--- src/rtl/cpu_io_stage.sv ---
// Serial I/O stage: 8N1 UART transmitter and receiver feeding the CPU I/O special registers.
// Build option CPU_IO_RX_FIFO_EN replaces the single receive register with a 4-entry receive FIFO.
module cpu_io_stage #(
  parameter int unsigned BAUD_DIV = 434
) (
  input  logic       clk,
  input  logic       rst_n,
  input  logic       uart_rx,
  output logic       uart_tx,
  input  logic       ex_w_req,
  input  logic [7:0] ex_w_data,
  input  logic       ex_ack,
  output logic       sr_irr,
  output logic       sr_w_busy,
  output logic [7:0] sr_r_data
);

  localparam logic [15:0] DIV_LAST = 16'(BAUD_DIV - 1);
  localparam logic [15:0] DIV_HALF = 16'(BAUD_DIV / 2);

  typedef enum logic [1:0] {TX_IDLE = 2'd0, TX_START = 2'd1, TX_DATA = 2'd2, TX_STOP = 2'd3} tx_state_t;
  typedef enum logic [2:0] {RX_IDLE = 3'd0, RX_START = 3'd1, RX_DATA = 3'd2, RX_STOP = 3'd3,
                            RX_FERR = 3'd4} rx_state_t;

  tx_state_t   tx_state_r, tx_state_s;
  logic [15:0] tx_cnt_r, tx_cnt_s;
  logic [2:0]  tx_bit_r, tx_bit_s;
  logic [7:0]  tx_shift_r, tx_shift_s;
  logic        tx_line_r, tx_line_s;
  logic        tx_busy_r, tx_busy_s;

  rx_state_t   rx_state_r, rx_state_s;
  logic [15:0] rx_cnt_r, rx_cnt_s;
  logic [2:0]  rx_bit_r, rx_bit_s;
  logic [7:0]  rx_shift_r, rx_shift_s;
  logic        rx_meta_r, rx_sync_r, rx_prev_r;
  logic        rx_commit_s;

  logic        irr_r;
  logic [7:0]  r_data_r;

  assign uart_tx   = tx_line_r;
  assign sr_w_busy = tx_busy_r;
  assign sr_irr    = irr_r;
  assign sr_r_data = r_data_r;

  // TX state and registered line/busy outputs
  always_ff @(posedge clk or negedge rst_n) begin
    if (!rst_n) begin
      tx_state_r <= TX_IDLE;
      tx_cnt_r   <= 16'd0;
      tx_bit_r   <= 3'd0;
      tx_shift_r <= 8'h00;
      tx_line_r  <= 1'b1;
      tx_busy_r  <= 1'b0;
    end else begin
      tx_state_r <= tx_state_s;
      tx_cnt_r   <= tx_cnt_s;
      tx_bit_r   <= tx_bit_s;
      tx_shift_r <= tx_shift_s;
      tx_line_r  <= tx_line_s;
      tx_busy_r  <= tx_busy_s;
    end
  end

  // TX next state; line and busy are computed for the next cycle so they stay registered
  always_comb begin
    tx_state_s = tx_state_r;
    tx_cnt_s   = tx_cnt_r;
    tx_bit_s   = tx_bit_r;
    tx_shift_s = tx_shift_r;
    tx_line_s  = tx_line_r;
    tx_busy_s  = tx_busy_r;
    case (tx_state_r)
      TX_IDLE: begin
        if (ex_w_req) begin
          tx_state_s = TX_START;
          tx_shift_s = ex_w_data;
          tx_cnt_s   = 16'd0;
          tx_busy_s  = 1'b1;
          tx_line_s  = 1'b0;
        end else begin
          tx_busy_s  = 1'b0;
          tx_line_s  = 1'b1;
        end
      end
      TX_START: begin
        if (tx_cnt_r == DIV_LAST) begin
          tx_state_s = TX_DATA;
          tx_cnt_s   = 16'd0;
          tx_bit_s   = 3'd0;
          tx_line_s  = tx_shift_r[0];
          tx_shift_s = {1'b0, tx_shift_r[7:1]};
        end else begin
          tx_cnt_s   = tx_cnt_r + 16'd1;
        end
      end
      TX_DATA: begin
        if (tx_cnt_r == DIV_LAST) begin
          tx_cnt_s = 16'd0;
          if (tx_bit_r == 3'd7) begin
            tx_state_s = TX_STOP;
            tx_line_s  = 1'b1;
          end else begin
            tx_bit_s   = tx_bit_r + 3'd1;
            tx_line_s  = tx_shift_r[0];
            tx_shift_s = {1'b0, tx_shift_r[7:1]};
          end
        end else begin
          tx_cnt_s = tx_cnt_r + 16'd1;
        end
      end
      TX_STOP: begin
        if (tx_cnt_r == DIV_LAST) begin
          tx_state_s = TX_IDLE;
          tx_cnt_s   = 16'd0;
          tx_busy_s  = 1'b0;
          tx_line_s  = 1'b1;
        end else begin
          tx_cnt_s   = tx_cnt_r + 16'd1;
        end
      end
      default: begin
        tx_state_s = TX_IDLE;
        tx_cnt_s   = 16'd0;
        tx_busy_s  = 1'b0;
        tx_line_s  = 1'b1;
      end
    endcase
  end

  // RX synchronizer and state registers; sync flops reset to the idle-high line level
  always_ff @(posedge clk or negedge rst_n) begin
    if (!rst_n) begin
      rx_meta_r  <= 1'b1;
      rx_sync_r  <= 1'b1;
      rx_prev_r  <= 1'b1;
      rx_state_r <= RX_IDLE;
      rx_cnt_r   <= 16'd0;
      rx_bit_r   <= 3'd0;
      rx_shift_r <= 8'h00;
    end else begin
      rx_meta_r  <= uart_rx;
      rx_sync_r  <= rx_meta_r;
      rx_prev_r  <= rx_sync_r;
      rx_state_r <= rx_state_s;
      rx_cnt_r   <= rx_cnt_s;
      rx_bit_r   <= rx_bit_s;
      rx_shift_r <= rx_shift_s;
    end
  end

  // RX next state; the edge-detect cycle counts as tick 0 of the start bit
  always_comb begin
    rx_state_s  = rx_state_r;
    rx_cnt_s    = rx_cnt_r;
    rx_bit_s    = rx_bit_r;
    rx_shift_s  = rx_shift_r;
    rx_commit_s = 1'b0;
    case (rx_state_r)
      RX_IDLE: begin
        if (rx_prev_r && !rx_sync_r) begin
          rx_state_s = RX_START;
          rx_cnt_s   = 16'd1;
        end else begin
          rx_cnt_s   = 16'd0;
        end
      end
      RX_START: begin
        if (rx_cnt_r == DIV_HALF) begin
          rx_cnt_s = 16'd0;
          rx_bit_s = 3'd0;
          if (rx_sync_r) begin
            rx_state_s = RX_IDLE;
          end else begin
            rx_state_s = RX_DATA;
          end
        end else begin
          rx_cnt_s = rx_cnt_r + 16'd1;
        end
      end
      RX_DATA: begin
        if (rx_cnt_r == DIV_LAST) begin
          rx_cnt_s   = 16'd0;
          rx_shift_s = {rx_sync_r, rx_shift_r[7:1]};
          if (rx_bit_r == 3'd7) begin
            rx_state_s = RX_STOP;
          end else begin
            rx_bit_s   = rx_bit_r + 3'd1;
          end
        end else begin
          rx_cnt_s = rx_cnt_r + 16'd1;
        end
      end
      RX_STOP: begin
        if (rx_cnt_r == DIV_LAST) begin
          rx_cnt_s = 16'd0;
          if (rx_sync_r) begin
            rx_state_s  = RX_IDLE;
            rx_commit_s = 1'b1;
          end else begin
            rx_state_s  = RX_FERR;
          end
        end else begin
          rx_cnt_s = rx_cnt_r + 16'd1;
        end
      end
      RX_FERR: begin
        if (rx_sync_r) begin
          rx_state_s = RX_IDLE;
        end else begin
          rx_state_s = RX_FERR;
        end
      end
      default: begin
        rx_state_s = RX_IDLE;
        rx_cnt_s   = 16'd0;
      end
    endcase
  end

`ifdef CPU_IO_RX_FIFO_EN
  logic [7:0] fifo_mem_r [4];
  logic [1:0] fifo_rd_r, fifo_wr_r, fifo_rd_s, fifo_wr_s;
  logic [2:0] fifo_cnt_r, fifo_cnt_s;
  logic       fifo_push_s, fifo_pop_s;
  logic [7:0] fifo_head_s;

  // FIFO control; a full FIFO still accepts a byte when a pop frees a slot in the same cycle
  always_comb begin
    fifo_pop_s  = ex_ack && (fifo_cnt_r != 3'd0);
    fifo_push_s = rx_commit_s && ((fifo_cnt_r != 3'd4) || fifo_pop_s);
    fifo_rd_s   = fifo_pop_s ? (fifo_rd_r + 2'd1) : fifo_rd_r;
    fifo_wr_s   = fifo_push_s ? (fifo_wr_r + 2'd1) : fifo_wr_r;
    if (fifo_push_s && !fifo_pop_s) begin
      fifo_cnt_s = fifo_cnt_r + 3'd1;
    end else if (!fifo_push_s && fifo_pop_s) begin
      fifo_cnt_s = fifo_cnt_r - 3'd1;
    end else begin
      fifo_cnt_s = fifo_cnt_r;
    end
    if (fifo_cnt_s == 3'd0) begin
      fifo_head_s = 8'h00;
    end else if (fifo_push_s && (fifo_wr_r == fifo_rd_s)) begin
      fifo_head_s = rx_shift_r;
    end else begin
      fifo_head_s = fifo_mem_r[fifo_rd_s];
    end
  end

  // FIFO storage and registered head/non-empty outputs
  always_ff @(posedge clk or negedge rst_n) begin
    if (!rst_n) begin
      for (int i = 0; i < 4; i++) begin
        fifo_mem_r[i] <= 8'h00;
      end
      fifo_rd_r  <= 2'd0;
      fifo_wr_r  <= 2'd0;
      fifo_cnt_r <= 3'd0;
      irr_r      <= 1'b0;
      r_data_r   <= 8'h00;
    end else begin
      if (fifo_push_s) begin
        fifo_mem_r[fifo_wr_r] <= rx_shift_r;
      end
      fifo_rd_r  <= fifo_rd_s;
      fifo_wr_r  <= fifo_wr_s;
      fifo_cnt_r <= fifo_cnt_s;
      irr_r      <= (fifo_cnt_s != 3'd0);
      r_data_r   <= fifo_head_s;
    end
  end
`else
  // Single receive register; a commit overrides a simultaneous acknowledge
  always_ff @(posedge clk or negedge rst_n) begin
    if (!rst_n) begin
      irr_r    <= 1'b0;
      r_data_r <= 8'h00;
    end else if (rx_commit_s) begin
      irr_r    <= 1'b1;
      r_data_r <= rx_shift_r;
    end else if (ex_ack) begin
      irr_r    <= 1'b0;
    end else begin
      irr_r    <= irr_r;
    end
  end
`endif

endmodule

--- config.mk ---
export PLATFORM = sky130hd
export DESIGN_NAME = cpu_io_stage
export DESIGN_NICKNAME = d
export VERILOG_FILES = /design/src/rtl/cpu_io_stage.sv
export SDC_FILE = /design/constraint.sdc
export NUM_CORES = 1
export LEC_CHECK = 0
export ABC_AREA = 1
export CAP_MARGIN = 0
export CORE_MARGIN = 2
export CORE_UTILIZATION = 55
export DETAILED_ROUTE_END_ITERATION = 7
export PLACE_DENSITY = 0.74
export SLEW_MARGIN = 20
export SYNTH_ARGS = -nofsm -noshare
export SYNTH_HDL_FRONTEND = slang
export SYNTH_SLANG_ARGS = --single-unit
--- constraint.sdc ---
create_clock -name clk -period 1.7 [get_ports clk]
set_input_delay 0.34 -clock clk [delete_from_list [all_inputs] [get_ports clk]]
set_output_delay 0.34 -clock clk [all_outputs]
set_load 0.05 [all_outputs]
== After elaboration in Yosys (flattened, before gate mapping) ==
Cells that the tools add are included.
Word-level totals
  register bits: 73
  latch bits: 0
  memory bits (writable): 0
  ROM bits: 0
  input port bits: 13
  output and inout bits: 11
  logic and storage cells: 110
  memories kept: 0
Cells by class
  $add $sub $neg: 4
  multipliers: 0
  div/mod/pow operators: 0
  $lt $le $gt $ge: 0
  equality and inequality tests: 24
  shift-type cells: 0
  mux-type cells: 48
  bitwise gates (word level): 0
  reduce and logical (&&, ||, !) cells: 19
Operators with widths (number)
  two-way mux 16 bit: 4
  one-hot mux 16 bit (4 select lines): 1
  two-way mux 3 bit: 12
  adder 16 x 1 -> 16 bit (second input constant): 2
  equality test 16 x 9 -> 1 bit (second input constant): 2
  two-way mux 8 bit: 4
  one-hot mux 16 bit (2 select lines): 1
  != test 2 bit (second input constant): 12
  one-hot mux 8 bit (3 select lines): 1
  equality test 16 x 8 -> 1 bit (second input constant): 1
  one-hot mux 3 bit (5 select lines): 1
  AND reduction 5 bit: 3
  two-way mux 1 bit: 13
  two-way mux 2 bit: 6
  one-hot mux 3 bit (2 select lines): 2
  equality test 3 bit (second input constant): 3
  one-hot mux 2 bit (4 select lines): 1
  AND reduction 4 bit: 2
  nonzero test 2 bit: 4
  adder 3 x 1 -> 3 bit (second input constant): 2
  equality test 3 x 2 -> 1 bit (second input constant): 2
  equality test 2 bit (second input constant): 2
  one-hot mux 1 bit (4 select lines): 1
  AND reduction 2 bit: 2
  other kinds (11): 11

== Longest topological paths before layout ==
  depth in word-level cells: 4
  mapped depth: 12
  depth with buffers taken out: 11

== Worst setup path before layout ==
No wires, ideal clock.
  kind: register to register
  start point: reg tx_state_r[0]
  end point: reg tx_shift_r[0]
  library setup time: 123 ps
  data arrival time: 1425 ps
  required time: 1577 ps
  path slack: 153 ps
  stages on the path, launching flop included: 9
  period minus slack after synthesis: 1547 ps
  path through: dfrtp_1 > inv_1 > ha_1 > inv_2 > nor2_4 > nor2_2 > nand2_2 > nand2_1 > o21ai_1
On the way
  word-level cells in the longest chain between the ends: 3
  elaborated cells between the ends (all ways): 10
  classes of those cells: eq/ne: 6; mux: 1; reduce/logical: 3
Ends and longest elaborated chain
  start: declaration: line 25  | tx_state_t tx_state_r, tx_state_s;
  start signal: assignment: line 57  | tx_state_r <= tx_state_s;
  equality test 2 bit, or another cell as far along: line 74  | case (tx_state_r)
  != test 2 bit (no line) or nonzero test 3 bit (tied branches)
  AND reduction 5 bit (no line)
  end signal: assignment: line 60  | tx_shift_r <= tx_shift_s;
  end: declaration: line 28  | logic [7:0] tx_shift_r, tx_shift_s;
Parallel ways exist; a longest one is shown, timed or not.
A chain may end at the register's enable or synchronous reset.

== Worst setup path after layout ==
  start point: reg rx_cnt_r[1]
  end point: reg rx_cnt_r[6]
On the way
  word-level cells in the longest chain between the ends: 3
  elaborated cells between the ends (all ways): 6
  classes of those cells: add/sub: 1; eq/ne: 2; mux: 3
Ends and longest elaborated chain
  start: declaration: line 33  | logic [15:0] rx_cnt_r, rx_cnt_s;
  start signal: assignment: line 147  | rx_cnt_r <= rx_cnt_s;
  adder 16 x 1 -> 16 bit, or another cell as far along: line 179, 192, 205
  two-way mux 16 bit, on equally long branches: line 183, 196, 170
  one-hot mux 16 bit (4 select lines) *: line 160  | case (rx_state_r)
Every way passes the cells marked *; elsewhere a longest branch is shown, timed or not.

==> flow_summary.yaml <==
status:
  outcome: "finished, final reports clean"
global_routing:
  grt_overflow: 0
  grt_pass1_vias: 3521
  antenna_found_initial: 0
  grt_pass1_wl_um: 15500
  grt_max_degree: 32
  grt.total_usage: 0.2286
setup_path:
  worstPathCellList: "inv_2 -> ha_4 -> inv_2 -> nor2_1 -> nand2_1 -> nor2_4 -> nand2_4 -> nand2_8 -> nand2_8 -> nand2_2 -> o21ai_1"
  end_kind: "register"
  worst_path_max_delay_cell: "dfrtp_1"
  start_kind: "register"
  cp_max_fo: 8
  path_delay_family: "simple AND/OR/NAND/NOR gates"
  critPathKind: "register to register"
  cp.required_ps: 1930
  critPathBufInv: 2
  slowest_delay_ps: 410
  crit_arrival_ps: 1850
floorplan:
  ios: 24
  die_h_um: 91.10
  die_w_um: 91.10
  initial_utilization: 0.5722
  design.core.area_um2: 7292
  rows: 31
  dieArea_um2: 8299
pwr:
  power_w: 0.005926
  vdd_ir_drop_max_v: 0.0009311
  power_density_nw_per_um2: 1213
  leakage_nw: 2.454
clock_tree:
  clock-root-buffer: "clkbuf_8"
  cts_max_path_buffers: 2
  cts_num_sinks: 73
  htreeDepth: 3
  cts_buffers: 9
  clk_pin_slew_worst_paths_ps: 90
  cts_tree: "yes"
  clock_latency_ps: 350
logic_synthesis:
  synth.avg_cell_area_um2: 7.615
  synth_top_cells_by_area: "dfrtp_1 41%, nand2_1 16%, inv_1 6.1%, nand3_1 5.8%, nor2_1 4.8%"
  yosysTopAreaCellShare: 0.4138
  ys_seq_area_frac: 0.4390
  syn-cell-area_um2: 4173
  synthCells: 548
  synth_nets: 573
  ys_seq_elements: 73
  ys_warn_count: 0
  yosys.area.top_type: "dfrtp_1"
  yosysUniqueCellTypes: 35
timing:
  hold_viol_final: 0
  fmax_mhz: 618.2
  timing.final.crit_share: 0.9515
  relSlewSlack: 0.6707
  skew_ps: 15.43
  finalSetupViolCount: 0
  drv_slew: 0
  worst_slew_pin_slew_ps: 490.2
  min_period_ps: 1618
  rsz0062_at_grt: "yes"
routing:
  routedWlPerCell_um: 12.80
  drc: 0
  vias: 3654
  wirelength_um: 8933
  dr.pass1.iters: 5
  dr.first_iter.drc_count: 190
  ant_nets: 0
  drt-vias-per-instance: 5.235
layout:
  area_growth_syn_to_layout_pct: 17.03
  nFillCells: 628
  num_antenna_cells: 0
  num-nets-final: 619
  fin_util: 0.6697
  final-seq-area_um2: 1833
  multiInputGateArea_um2: 2131
  drive_gt1_frac: 0.1619
job:
  max_cap_violations: 0
place:
  port_buffers: 23
  hpwl_um: 6325
  gp_congestion: 0.9135
hold_path:
  hp-class: "register to register"
## layout by cell type (no fill, tap or decap), types with 4 or more instances in the layout
master and count:
nand3_1 46, nor2_1 49, ha_1 11, o21ai_1 21
inv_1 66, o21ai_0 20, nor2_4 4, nand2_1 173
nor3_1 6, buf_4 24, nor2_2 4, inv_2 5
dfstp_2 4, clkdlybuf4s50_1 11, nand4_1 13, nand2_2 8
clkinv_4 4, nand2_4 6, clkbuf_8 9, dfrtp_1 68
xor2_1 6, nand3_2 12, o22ai_1 4
## where the power goes
group | switching, W | leakage, nW | internal [W]
Sequential | 0.000226 | 0.980 | 0.00199
Clock | 0.000692 | 0.0866 | 0.000535
Combinational | 0.00156 | 1.39 | 0.000918
Total | 0.00248 | 2.45 | 0.00344
## registers in the layout, summed over array words and instances (netlist names)
signal and flops:
rx_cnt_r 16, tx_cnt_r 16, rx_shift_r 8, sr_r_data 8, tx_shift_r 8, rx_bit_r 3, rx_state_r 3, tx_bit_r 3
tx_state_r 2, rx_meta_r 1, rx_prev_r 1, rx_sync_r 1, sr_irr 1, sr_w_busy 1, uart_tx 1
## cells in the mapped netlist
cell / number
nand2_1: 179
dfrtp_1: 69
inv_1: 68
nor2_1: 53
nand3_1: 48
o21ai_0: 22
o21ai_1: 19
nand4_1: 13
ha_1: 12
nand3_2: 10
nor3_1: 6
xor2_1: 6
nand2_4: 5
dfstp_2: 4
nand2_2: 4
o22ai_1: 4
inv_2: 3
clkbuf_1: 2
clkinv_4: 2
nor2_4: 2
nor2_8: 2
o21bai_1: 2
a21oi_1: 1
a22oi_1: 1
buf_2: 1
buf_6: 1
buf_8: 1
mux2i_1: 1
nand2_8: 1
nand4_4: 1
nor2_2: 1
nor3_2: 1
o21ai_2: 1
or2_2: 1
xnor2_1: 1
## worst paths after layout
path / start / to / slack [ps] / cells past startpoint
worst min-delay path: rx_meta_r / rx_sync_r / 350 / 0
worst max register to register: rx_cnt_r[1] / rx_cnt_r[6] / 80 / 11
max in group asynchronous: rst_n / uart_tx / 650 / 3
worst max-delay path: rx_cnt_r[1] / rx_cnt_r[6] / 80 / 11
min in group asynchronous: rst_n / rx_cnt_r[9] / 470 / 2
worst min register to register: rx_meta_r / rx_sync_r / 350 / 0
## timing repair
action                     in CTS  in global routing
hold endpoints to repair       26                  0
setup endpoints to repair       0                 57
hold buffers                    1                  0
resized for setup               0                 26
buffers inserted                0                  3
## cell families after synthesis
family	count (synthesis)	synth area share
buffers and inverters	78	0.07736
adder cells (fa/ha/maj)	12	0.03598
multiplexers	1	0.002399
flip-flops	73	0.4390
AO/OA/AOI/OAI	50	0.06387
XOR/XNOR	7	0.01469
AND/OR/NAND/NOR	327	0.3667
## metrics by stage
step                      instance area [µm²]  std cells  setup TNS, ps  hold WS (ps)  setup WS (ps)
final                                    4883        698              0         353.6          82.47
after global routing                     4883        698         -183.7         372.6         -20.31
after CTS                                4747        693              0         360.5          4.967
after detailed placement                 4566        676              0         304.9          21.41
after global placement                   4566        676              0         305.9          91.82
after floorplan                          4173        548              0         44.41          152.7
## final cells by class
type                    instances  share of cell area
repair buffers                 38             0.06969
well taps                      99             0.02537
multi-input cells             399              0.4363
flip-flops and latches         73              0.3754
inverters                      73             0.05816
clock inverters                 6            0.008967
clock buffers                  10             0.02613
## per-layer routing
metal,track usage,share of wire
met1,0.2952,0.46
met3,0.03320,0.034
met5,0,0
met2,0.3889,0.49
met4,0.08712,0.015
Note: power is estimated with default switching activity, not from simulation.
==> RTL change: new RTL, config.mk and constraints unchanged <==
Take the reset off `tx_shift_r` and load it in a clocked block of its own.
--- a/src/rtl/cpu_io_stage.sv
+++ b/src/rtl/cpu_io_stage.sv
@@ -50,17 +50,19 @@
       tx_state_r <= TX_IDLE;
       tx_cnt_r   <= 16'd0;
       tx_bit_r   <= 3'd0;
-      tx_shift_r <= 8'h00;
       tx_line_r  <= 1'b1;
       tx_busy_r  <= 1'b0;
     end else begin
       tx_state_r <= tx_state_s;
       tx_cnt_r   <= tx_cnt_s;
       tx_bit_r   <= tx_bit_s;
-      tx_shift_r <= tx_shift_s;
       tx_line_r  <= tx_line_s;
       tx_busy_r  <= tx_busy_s;
     end
+  end
+
+  always_ff @(posedge clk) begin
+    tx_shift_r <= tx_shift_s;
   end
 
   // TX next state; line and busy are computed for the next cycle so they stay registered
Check against the original RTL: no difference found for any inputs over 10 cycles, from zero or initial values and one cycle with rst_n low; that may be too few to reach the edited logic, so the function may still have changed.
==> RTL change against the unedited design <==
  * Total power fell by 1.8%
  * Sequential cell count stayed put
  * Combinational power decreased by 12%
  * Worst hold slack better by 19 ps
  * Final area fell by 3.4%
  * Wire length down 7.8%
  * Worst setup slack worse by 45 ps
  * Synthesized area is 5.2% lower
  * First-iteration DRC count fell by 3.2%
  * Global-route usage shrank 0.39 points
  * Clock skew is 2.7 ps lower
==> RTL change: results (changes against the unedited design) <==
| Metric | Value |
|---|---|
| Status | complete, no violations (unchanged) |
| CP max stage delay | 390 ps (was 410 ps) |
| LEAKAGE | 0.002215 uW (was 0.002454 uW) |
| Antenna violations before repair | 0 (unchanged) |
| Post-Place Cells | 620 (was 676) |
| Critical Path Start | tx_bit_r[1] (was rx_cnt_r[1]) |
| CP endpoint kind | register (unchanged) |
| First-pass GRT wire length | 13870 um (was 15500 um) |
| Fillers | 572 (was 628) |
| First-pass DRT Iterations | 4 (was 5) |
| CTS H-tree lvls | 3 (unchanged) |
| Worst-path maximum fanout | 8 (unchanged) |
| Clock Latency Late Sink | 350 ps (about the same) |
| Mapped Nets | 512 (was 573) |
| Top post-synthesis cells by count | nand2_1 (124), inv_1 (64), dfrtp_1 (61), nor2_1 (44), nand3_1 (42) (was nand2_1 (179), dfrtp_1 (69), inv_1 (68), nor2_1 (53), nand3_1 (48)) |
| Fin nets | 566 (was 619) |
| Met3 Usage GRT | 0.03545 (was 0.03320) |
| GP Congestion | 0.8673 (was 0.9135) |
| Reg-to-reg endpoint | tx_shift_r[0] (was rx_cnt_r[6]) |
| Via count | 3302 (was 3654) |
| Ys Warns | 0 (unchanged) |
| Post-Synthesis Cells | 487 (was 548) |
| Dominant cells by area after synthesis | dfrtp_1 (39%), nand2_1 (12%), edfxtp_1 (6.1%) (was dfrtp_1 (41%), nand2_1 (16%), inv_1 (6.1%)) |
| Post-synth ARST share | 0.8904 (was 1.000) |
| Diode count | 0 (unchanged) |
| Reg2Reg Setup Slack | 40 ps (was 80 ps) |
| Worst vdd ir | 1346 uV (was 931.1 uV) |
| Wire per inst | 12.83 um (was 12.80 um) |
| Iter 0 DRT Violations | 184 (was 190) |
| IO Port Bufs | 23 (unchanged) |
| Pin count of the biggest net entering global routing | 66 (was 32) |
| Main flop type after synthesis | dfrtp_1 (unchanged) |
| Crit share post-route | 0.9778 (was 0.9515) |
| Max clock buf depth | 2 (unchanged) |
| Biggest regs | rx_cnt_r: 16 flops, tx_cnt_r: 16 flops (unchanged) |
| Initial Util | 0.5760 (was 0.5722) |
| Hold Crit Class | register to register (unchanged) |
| Vias in the first global route | 3182 (was 3521) |
| Setup WS pre-CTS | -157.2 ps (was 21.41 ps) |
| Number of distinct library cells after synthesis | 39 (was 35) |
| CP max-delay cell | dfrtp_1 (unchanged) |
| Worst-path clk slew | 90 ps (about the same) |
| Fin Clk Skew | 12.73 ps (was 15.43 ps) |
| Grt met2 use | 0.3616 (was 0.3889) |
| Vias per inst | 5.143 (was 5.235) |
| DP HPWL | 5632 um (was 6325 um) |
| CP Data Arrival Time | 1690 ps (was 1850 ps) |
| Seq/Total Area, Yosys | 0.4731 (was 0.4390) |
| Slew HR | 0.6991 (was 0.6707) |
| Share of post-route cells with drive strength above 1 | 0.2051 (was 0.1619) |
| Post-synth EDFFs | 8 (was 0) |
| CTS root buf | clkbuf_8 (unchanged) |
| GR Layer Usage met1 | 0.3014 (was 0.2952) |
| R2R depth | 5 (was 11) |
| GRT Total Usage | 0.2247 (was 0.2286) |
[RTL change: what timing repair did]
action                                  4_1_cts  5_1_grt
endpoints found under the hold margin        10        0
resized for setup                             5       18
endpoints found under the setup margin        9       34
pin swaps                                     2        4
setup buffers                                 1        3
cloned                                        0        1
hold buffers                                  1        0
[RTL change: report_power, final]
group          switching (uW)  total, uW  internal, uW
Clock                     754       1310           558
Sequential                200       2330          2130
Combinational            1270       2180           910
[RTL change: area by class of cell]
type / count / share of cell area
Clock buffer: 9 / 0.02625
Multi-Input combinational cell: 339 / 0.3945
Timing Repair Buffer: 49 / 0.08908
Inverter: 69 / 0.05514
Tap cell: 96 / 0.02545
Clock inverter: 7 / 0.01299
Sequential cell: 73 / 0.3966
[RTL change: stage by stage]
| stage | util | instance area, sq um |
|---|---|---|
| global placement | 0.6432 | 4418 |
| finish | 0.6871 | 4720 |
| CTS | 0.6750 | 4637 |
| global route | 0.6871 | 4720 |
| floorplan | - | 3968 |
| detailed placement | 0.6432 | 4418 |
[RTL change: how the worst min path moves through the flow]
stage               slack (ps)     endpoint  cells after the start  startpoint
floorplan                   40  rx_bit_r[0]                      0       rst_n
global placement           350    rx_sync_r                      0   rx_meta_r
detailed placement         350    rx_sync_r                      0   rx_meta_r
CTS                        370    rx_sync_r                      0   rx_meta_r
global route               370    rx_sync_r                      0   rx_meta_r
finish                     370    rx_sync_r                      0   rx_meta_r
[RTL change: worst max-delay path, delay by kind of cell (launching register included)]
kind,cells,cell delay [ps]
AO/OA/AOI/OAI,1,340
adder cells (fa/ha/maj),2,360
flip-flops,1,390
AND/OR/NAND/NOR,2,250
[RTL change: metal layers]
layer  vias to the layer above  routed length [um]
met2                        67                3869
met4                         0                 138
li1                       1679                   -
met1                      1543                3988
met3                        13                 242
met5                         -                   0
[RTL change: logic make-up after synthesis]
kind of cell | Yosys count | synth area share
compound gates | 67 | 0.1009
xor+xnor | 7 | 0.01550
fa+ha+maj | 12 | 0.03795
buf+inv | 76 | 0.07843
flops | 73 | 0.4731
mux | 7 | 0.01993
simple gates | 245 | 0.2742
